File: config.mk
export PLATFORM = sky130hd
export DESIGN_NAME = alu_share_arbiter
export DESIGN_NICKNAME = d
export VERILOG_FILES = /design/src/rtl/alu_pkg.sv /design/src/rtl/alu_share_arbiter_alu.sv /design/src/rtl/alu_share_arbiter.sv
export SDC_FILE = /design/constraint.sdc
export NUM_CORES = 1
export LEC_CHECK = 0
export BUFFER_PORTS_ARGS = -buffer_cell sky130_fd_sc_hd__buf_2
export CORE_MARGIN = 5
export CORE_UTILIZATION = 55
export DETAILED_ROUTE_END_ITERATION = 8
export PLACE_DENSITY = 0.82
export SLEW_MARGIN = 25
export SYNTH_ARGS = -nofsm -noshare
export SYNTH_HDL_FRONTEND = slang
export SYNTH_SLANG_ARGS = --single-unit
export TNS_END_PERCENT = 10
File: constraint.sdc
create_clock -name clk -period 6.1 [get_ports clk]
set_input_delay 0.61 -clock clk [delete_from_list [all_inputs] [get_ports clk]]
set_output_delay 0.61 -clock clk [all_outputs]
set_load 0.005 [all_outputs]
File: src/rtl/alu_pkg.sv
// Shared definitions for the ALU-sharing arbiter: op encodings, legality check, FSM states.
package alu_pkg;

  localparam logic [2:0] ALU_AND = 3'b000;
  localparam logic [2:0] ALU_OR  = 3'b001;
  localparam logic [2:0] ALU_ADD = 3'b010;
  localparam logic [2:0] ALU_SUB = 3'b110;
  localparam logic [2:0] ALU_SLT = 3'b111;

  typedef enum logic {
    IDLE = 1'b0,
    RESP = 1'b1
  } state_t;

  function automatic logic alu_legal(input logic [2:0] ctrl);
    case (ctrl)
      ALU_AND, ALU_OR, ALU_ADD, ALU_SUB, ALU_SLT: alu_legal = 1'b1;
      default:                                    alu_legal = 1'b0;
    endcase
  endfunction

endpackage

File: src/rtl/alu_share_arbiter_alu.sv
// Combinational 32-bit ALU; undefined ops yield zero and are masked by the caller.
module alu_share_arbiter_alu
  import alu_pkg::*;
(
  input  logic [31:0] i_a,
  input  logic [31:0] i_b,
  input  logic [2:0]  i_ctrl,
  output logic [31:0] o_result,
  output logic        o_zero
);

  always_comb begin
    o_result = '0;
    case (i_ctrl)
      ALU_AND: o_result = i_a & i_b;
      ALU_OR:  o_result = i_a | i_b;
      ALU_ADD: o_result = i_a + i_b;
      ALU_SUB: o_result = i_a - i_b;
      // SLT compares as unsigned.
      ALU_SLT: o_result = {31'd0, (i_a < i_b)};
      default: o_result = '0;
    endcase
  end

  assign o_zero = (o_result == 32'd0);

endmodule

File: src/rtl/alu_share_arbiter.sv
// Round-robin sharing of one ALU between two requesters, one registered response in flight.
module alu_share_arbiter
  import alu_pkg::*;
#(
  parameter logic RR_INIT   = 1'b0,
  parameter logic ILLEGAL_Z = 1'b1
) (
  input  logic        clk,
  input  logic        reset,
  input  logic        req0_valid,
  output logic        req0_ready,
  input  logic [31:0] req0_a,
  input  logic [31:0] req0_b,
  input  logic [2:0]  req0_ctrl,
  input  logic        req1_valid,
  output logic        req1_ready,
  input  logic [31:0] req1_a,
  input  logic [31:0] req1_b,
  input  logic [2:0]  req1_ctrl,
  output logic        rsp0_valid,
  input  logic        rsp0_ready,
  output logic [31:0] rsp0_result,
  output logic        rsp0_zero,
  output logic        rsp0_err,
  output logic        rsp1_valid,
  input  logic        rsp1_ready,
  output logic [31:0] rsp1_result,
  output logic        rsp1_zero,
  output logic        rsp1_err,
  output logic        busy,
  output state_t      o_dbg_state
);

  // Handshake: a request transfers on an edge where reqN_valid & reqN_ready; a response
  // transfers where rspN_valid & rspN_ready. Responses hold steady until consumed.

  state_t      r_state;
  logic        r_owner;
  logic        r_prio;
  logic [1:0]  r_rsp_valid;
  logic [31:0] r_rsp_result [2];
  logic [1:0]  r_rsp_zero;
  logic [1:0]  r_rsp_err;

  logic        w_any;
  logic        w_gnt;
  logic        w_rsp_hs;
  logic        w_can_accept;
  logic        w_accept;
  logic [31:0] w_a;
  logic [31:0] w_b;
  logic [2:0]  w_ctrl;
  logic [31:0] w_alu_result;
  logic        w_alu_zero;
  logic        w_legal;
  logic [31:0] w_result;
  logic        w_zero;
  logic        w_owner_ready;

  assign w_any         = req0_valid | req1_valid;
  assign w_gnt         = (req0_valid & req1_valid) ? r_prio : req1_valid;
  assign w_owner_ready = r_owner ? rsp1_ready : rsp0_ready;
  assign w_rsp_hs      = (r_state == RESP) & r_rsp_valid[r_owner] & w_owner_ready;
  assign w_can_accept  = (r_state == IDLE) | w_rsp_hs;
  assign w_accept      = w_can_accept & w_any;

  assign req0_ready = w_can_accept & w_any & ~w_gnt;
  assign req1_ready = w_can_accept & w_any & w_gnt;

  assign w_a    = w_gnt ? req1_a    : req0_a;
  assign w_b    = w_gnt ? req1_b    : req0_b;
  assign w_ctrl = w_gnt ? req1_ctrl : req0_ctrl;

  alu_share_arbiter_alu u_alu (
    .i_a      (w_a),
    .i_b      (w_b),
    .i_ctrl   (w_ctrl),
    .o_result (w_alu_result),
    .o_zero   (w_alu_zero)
  );

  assign w_legal  = alu_legal(w_ctrl);
  assign w_result = w_legal ? w_alu_result : 32'd0;
  assign w_zero   = w_legal ? w_alu_zero   : ILLEGAL_Z;

  always_ff @(posedge clk or negedge reset) begin
    if (!reset) begin
      r_state         <= IDLE;
      r_owner         <= 1'b0;
      r_prio          <= RR_INIT;
      r_rsp_valid     <= '0;
      r_rsp_result[0] <= '0;
      r_rsp_result[1] <= '0;
      r_rsp_zero      <= '0;
      r_rsp_err       <= '0;
    end else if (w_accept) begin
      // Accept may coincide with the previous owner's handshake; the loser's slot is cleared.
      r_state                <= RESP;
      r_owner                <= w_gnt;
      r_prio                 <= ~w_gnt;
      r_rsp_valid[w_gnt]     <= 1'b1;
      r_rsp_valid[~w_gnt]    <= 1'b0;
      r_rsp_result[w_gnt]    <= w_result;
      r_rsp_result[~w_gnt]   <= '0;
      r_rsp_zero[w_gnt]      <= w_zero;
      r_rsp_zero[~w_gnt]     <= 1'b0;
      r_rsp_err[w_gnt]       <= ~w_legal;
      r_rsp_err[~w_gnt]      <= 1'b0;
    end else if (w_rsp_hs) begin
      r_state     <= IDLE;
      r_rsp_valid <= '0;
    end
  end

  assign rsp0_valid  = r_rsp_valid[0];
  assign rsp0_result = r_rsp_result[0];
  assign rsp0_zero   = r_rsp_zero[0];
  assign rsp0_err    = r_rsp_err[0];
  assign rsp1_valid  = r_rsp_valid[1];
  assign rsp1_result = r_rsp_result[1];
  assign rsp1_zero   = r_rsp_zero[1];
  assign rsp1_err    = r_rsp_err[1];
  assign busy        = (r_state == RESP);
  assign o_dbg_state = r_state;

endmodule

# Word-level counts from Yosys, hierarchy flattened
# Index checks and enable logic that the tools add are counted.
# word_totals
in_bits	140
out_inout_bits	74
reg_bits	73
word_cells	80
# op_classes
order_cmp	10
mux	26
n_addsub	2
bitwise_logic	22
reduce_logical	8
eq_ne	4
# ops
operator	n
2-to-1 mux 32 bit	5
case mux 32 bit (5 select lines)	1
bitwise AND 64 bit	1
bitwise mux 64 bit	1
demux 32 bit (select 1 bit)	2
inverter 64 bit	1
adder 32 bit	1
bitwise AND 32 bit	1
logical NOT 32 bit	1
< comparator 32 bit	1
OR 32 bit	1
subtractor 32 bit	1
2-to-1 mux 1 bit	10
bitwise AND 1 bit	6
bitwise AND 2 bit	3
equality test 3 bit, second input constant	2
< comparator 1 x 2 -> 1 bit, second input constant	3
OR reduction 5 bit	1
bitwise mux 2 bit	2
greater-or-equal comparator 2 bit, second input constant	2
logical AND 1 bit	4
< comparator 2 x 1 -> 1 bit, second input constant	2
2-to-1 mux 2 bit	2
inverter 1 -> 2 bit	2
other kinds (11)	16

# Logic depth before layout (Yosys ltp)
# logic_depth
depth_word	10
mapped_depth	19
mapped_depth_nobuf	16

# Modules after synthesis
# Synthesis repeated with hierarchy kept, for this count alone.
# unflattened
hier_cells	1086
area_unflattened_um2	9073.7
# by_module_without_submodules
module	n_inst	area_per_inst_um2	seq_area_each_um2	cells_per_inst
alu_share_arbiter_alu	1	5390.2	0.0	811
alu_share_arbiter	1	3683.5	1826.8	275

# Worst setup path before layout
# Ideal clock, no wire load.
# synth_path
path_kind	in2reg
from	in req1_valid
to	reg r_rsp_zero[0]
cell_stages	18
required_ps	6023
arrival_time_ps	4361
setup_time_ps	77
slack_ps	1662
n_path_buf	3
cell_sequence	buf_2 > buf_2 > nand2_1 > buf_1 > mux2i_1 > inv_1 > ha_1 > fa_1 > a21oi_2 > o221ai_2 > a31oi_1 > nand2_1 > a221o_1 > a22o_1 > or3_1 > nor4_1 > nand4_1 > o21ai_1
# synth_between
elab_chain_len	9
word_cells_on_any_way	36
cone_classes	add/sub (2); order compare (5); eq/ne (4); mux (12); bitwise (8); reduce/logical (5)
# synth_lines
item	line_no	rtl
start: declaration	alu_share_arbiter.sv:15	input logic req1_valid,
bitwise AND 1 bit	alu_share_arbiter.sv:61	assign w_gnt = (req0_valid & req1_valid) ? r_prio : req1_valid;
2-to-1 mux 1 bit	alu_share_arbiter.sv:61	
2-to-1 mux 32 bit, or another cell as far along	alu_share_arbiter.sv:70	assign w_a = w_gnt ? req1_a : req0_a;
subtractor 32 bit, or another cell as far along	alu_share_arbiter_alu.sv:18	ALU_SUB: o_result = i_a - i_b;
case mux 32 bit (5 select lines), or another cell as far along	alu_share_arbiter_alu.sv:14	case (i_ctrl)
logical NOT 32 bit, or another cell as far along	alu_share_arbiter_alu.sv:25	assign o_zero = (o_result == 32'd0);
2-to-1 mux 1 bit / demux 1 bit (select 1 bit) (equally long branches)	alu_share_arbiter.sv:84, alu_share_arbiter.sv:106	
bitwise mux 2 bit / inverter 2 bit (equally long branches)	n/a	
bitwise AND 2 bit (no source line)	n/a	
end signal: indexed assignment	alu_share_arbiter.sv:105	r_rsp_zero[w_gnt] <= w_zero;
end: declaration	alu_share_arbiter.sv:42	logic [1:0] r_rsp_zero;
# Parallel ways exist; a longest one is shown, timed or not.
# A chain may end at the register's enable or synchronous reset.

# Final worst setup path
# layout_path
from	in req1_valid
to	reg r_rsp_zero[1]
# Same word-level chain as after synthesis.

==> out/summary.txt <==
CTS buffer count = 9
Critical setup path kind = primary input to register
Minimum clock period = 5.07 ns
Final Hold Fails = 0
CP required = 6.36 ns
Ys Warns = 0
Cts repair resizes = 0
Post-DR wirelength/cell = 20.8 um
Hold buffer count at cts = 0
CP peak stage delay = 0.57 ns
Worst path cell trace = buf_2 -> inv_1 -> nor2_4 -> buf_4 -> buf_4 -> nand2_1 -> nand2_1 -> ha_1 -> nor3_1 -> nand3_1 -> a2111oi_2 -> o211ai_1 -> or3_1 -> nor4_1 -> nand4_1 -> o21ai_1
CTS Sinks = 73
Die Y = 140 um
Largest fanout on the critical path = 43
TritonCTS clock tree = built
Unique masters post-synth = 96
Fmax = 197 MHz
Final Net Count = 1,716
Core ar. = 16,600 um2
Post-synthesis sequential area ratio = 0.196
Clock-pin slew on the worst setup and hold paths = 0.06 ns
Final core occ = 0.652
Synth area leaders = dfrtp_1, ha_1, nand2_1, a21oi_1, o21ai_0
Die Wd = 140 um
Post-synth top cells = nand2_1, inv_1, ha_1
Slew Limit Headroom = 0.386
Netlist Area Pre-Place = 9330 um2
Filler cells = 1,525
Die area = 19,700 um2
Final ANT Viol Nets = 0
Post-synth EDFFs = 0
Pwr/cell area = 354 nW/um2
Drt pass-1 iters = 5
Post-Route Setup TNS = 0 ns
Reg-to-Reg End = r_rsp_zero[1]
Synth Register Bits = 73
Register area = 1830 um2
Initial Util = 0.561
DR WL met2 = 15.1 mm
Drt via density = 6.38
Ys async rst share = 1.00
R2r startpoint = r_prio
Max Root-Sink Buffers = 2
Total GRT Usage = 0.348
DR DRC count = 0
1st-iter DRT viols = 1,197
Hold Path Class = primary input to async pin
Syn_nets = 1,545
Maxcap violations = 0
Critical path startpoint category = primary input
Multi-input logic area = 6810 um2
Metal3 WL = 4.53 mm
Uppermost layer routed = met4
Top-area cell type share of the netlist area = 0.196
Clk_skew = 0.00478 ns
Critical path startpoint = req1_valid
GPL Wtd Cong = 1.02
Row cnt = 47
Drt total wl = 35.4 mm
Slowest cell on the critical path = a2111oi_2
Most common cell in the synthesized netlist = nand2_1
Layout cells sized above 1 = 0.203
Antenna violations before repair = 0
H-tree depth = 3
Most used DFF post-synth = dfrtp_1
Crit path capture type = register
RSZ-0062 raised after global routing = no
Max Slew Vio Count = 0
DP HPWL = 27.4 mm
R2R cell count = 17
Maximum VDD drop = 337 uV
CP Data Arrival Time = 5.33 ns
Vias = 10,900
Pin count of the biggest net entering global routing = 74
Synthesized area per cell = 7.14 um2
Synth Instances = 1,307
Leakage = 5.48 nW
Global-route wire length before repair = 55.5 mm
Area grow syn2layout = 16.2%
Grt ovf = 0
Clock root cell = clkbuf_16
Final-report setup violation count = 0
Setup Fix Bufs, Post-CTS = 0
Worst Tran Pin Value = 0.911 ns
Clk Latency, worst-skew pair = 0.33 ns
Top Ports = 214
Port bufs = 213
Yosys top cell by area = dfrtp_1
R2R setup slack = 1.12 ns
Ant. Diodes = 0
Met1 WL = 14.8 mm
Status = finished clean
Vias in the first global route = 10,200
Final cycle utilization of the critical path = 0.831
-- layout make-up --
| class | instances | share of cell area |
|---|---|---|
| multi-input cells | 1054 | 0.628 |
| flip-flops and latches | 73 | 0.168 |
| clock buffers | 12 | 0.0237 |
| clock inverters | 4 | 0.00473 |
| inverters | 105 | 0.0363 |
| repair buffers | 235 | 0.114 |
| well taps | 220 | 0.0254 |
-- registers in the layout, indices dropped and copies added (netlist names) --
signal       cells
r_rsp_err        2
r_rsp_valid      2
r_prio           1
r_owner          1
busy             1
rsp0_result     32
rsp1_result     32
r_rsp_zero       2
-- through the flow --
stage / setup slack, ns / std cells / hold slack (ns) / cell area, um2 / power (mW)
after floorplan: 1.66 / 1307 / 0.314 / 9330 / 2.40
after detailed placement: 0.832 / 1687 / 0.465 / 10500 / 3.22
after global routing: 0.710 / 1703 / 0.501 / 10800 / 4.10
after global placement: 0.995 / 1687 / 0.455 / 10500 / 3.18
final: 1.03 / 1703 / 0.472 / 10800 / 3.84
after CTS: 1.17 / 1703 / 0.482 / 10800 / 3.77
-- power breakdown --
group          switching, mW  leakage (nW)  internal [mW]
Clock                  0.190         0.149          0.339
Combinational           1.65          4.37          0.892
Sequential             0.110         0.961          0.662
-- layer usage --
metal  global-route usage  vias to the layer above
met5                    0                        -
met4                0.104                        0
met3               0.0746                       87
met2                0.530                      728
met1                0.496                     5026
li1                     -                     5025
-- how the worst max path moves through the flow --
stage          cells past startpoint  slack [ns]            end
6_report                          16        1.03  r_rsp_zero[1]
5_1_grt                           16        0.71  r_rsp_zero[0]
3_3_place_gp                      16        0.99  r_rsp_zero[1]
2_1_floorplan                     18        1.66  r_rsp_zero[0]
4_1_cts                           16        1.17  r_rsp_zero[1]
3_5_place_dp                      16        0.83  r_rsp_zero[1]
-- worst max-delay path, delay by kind of cell --
kind / cells / cell delay, ns
fa+ha+maj: 1 / 0.43
buf+inv: 4 / 1.34
compound gates: 3 / 0.94
simple gates: 8 / 1.94
-- cells in the final DEF (no fill, tap or decap), drive strengths merged, types with 9 or more instances in the layout --
cell,instances
nand2,290
buf,235
inv,105
a21oi,97
ha,96
o21ai,89
dfrtp,73
nor2,73
nand3,27
a22o,25
a211oi,24
nor3,23
nand4,17
nand2b,15
nor4,15
and2,14
o221ai,14
o211ai,13
nor2b,12
o31ai,12
clkbuf,12
a2111oi,12
mux2i,11
a31oi,10
a211o,9
a21o,9
and3,9
a221o,9
or3,9
-- cells by family (layout without fill, tap and decap cells) --
group           Yosys count  count (layout)  share of synthesized area
mux                      11              11                     0.0118
buf+inv                 180             356                     0.0775
flops                    73              73                      0.196
simple gates            527             527                      0.258
xor+xnor                  5               5                    0.00469
compound gates          413             413                      0.320
fa+ha+maj                98              98                      0.133
Power figures use the tool's default switching activity.
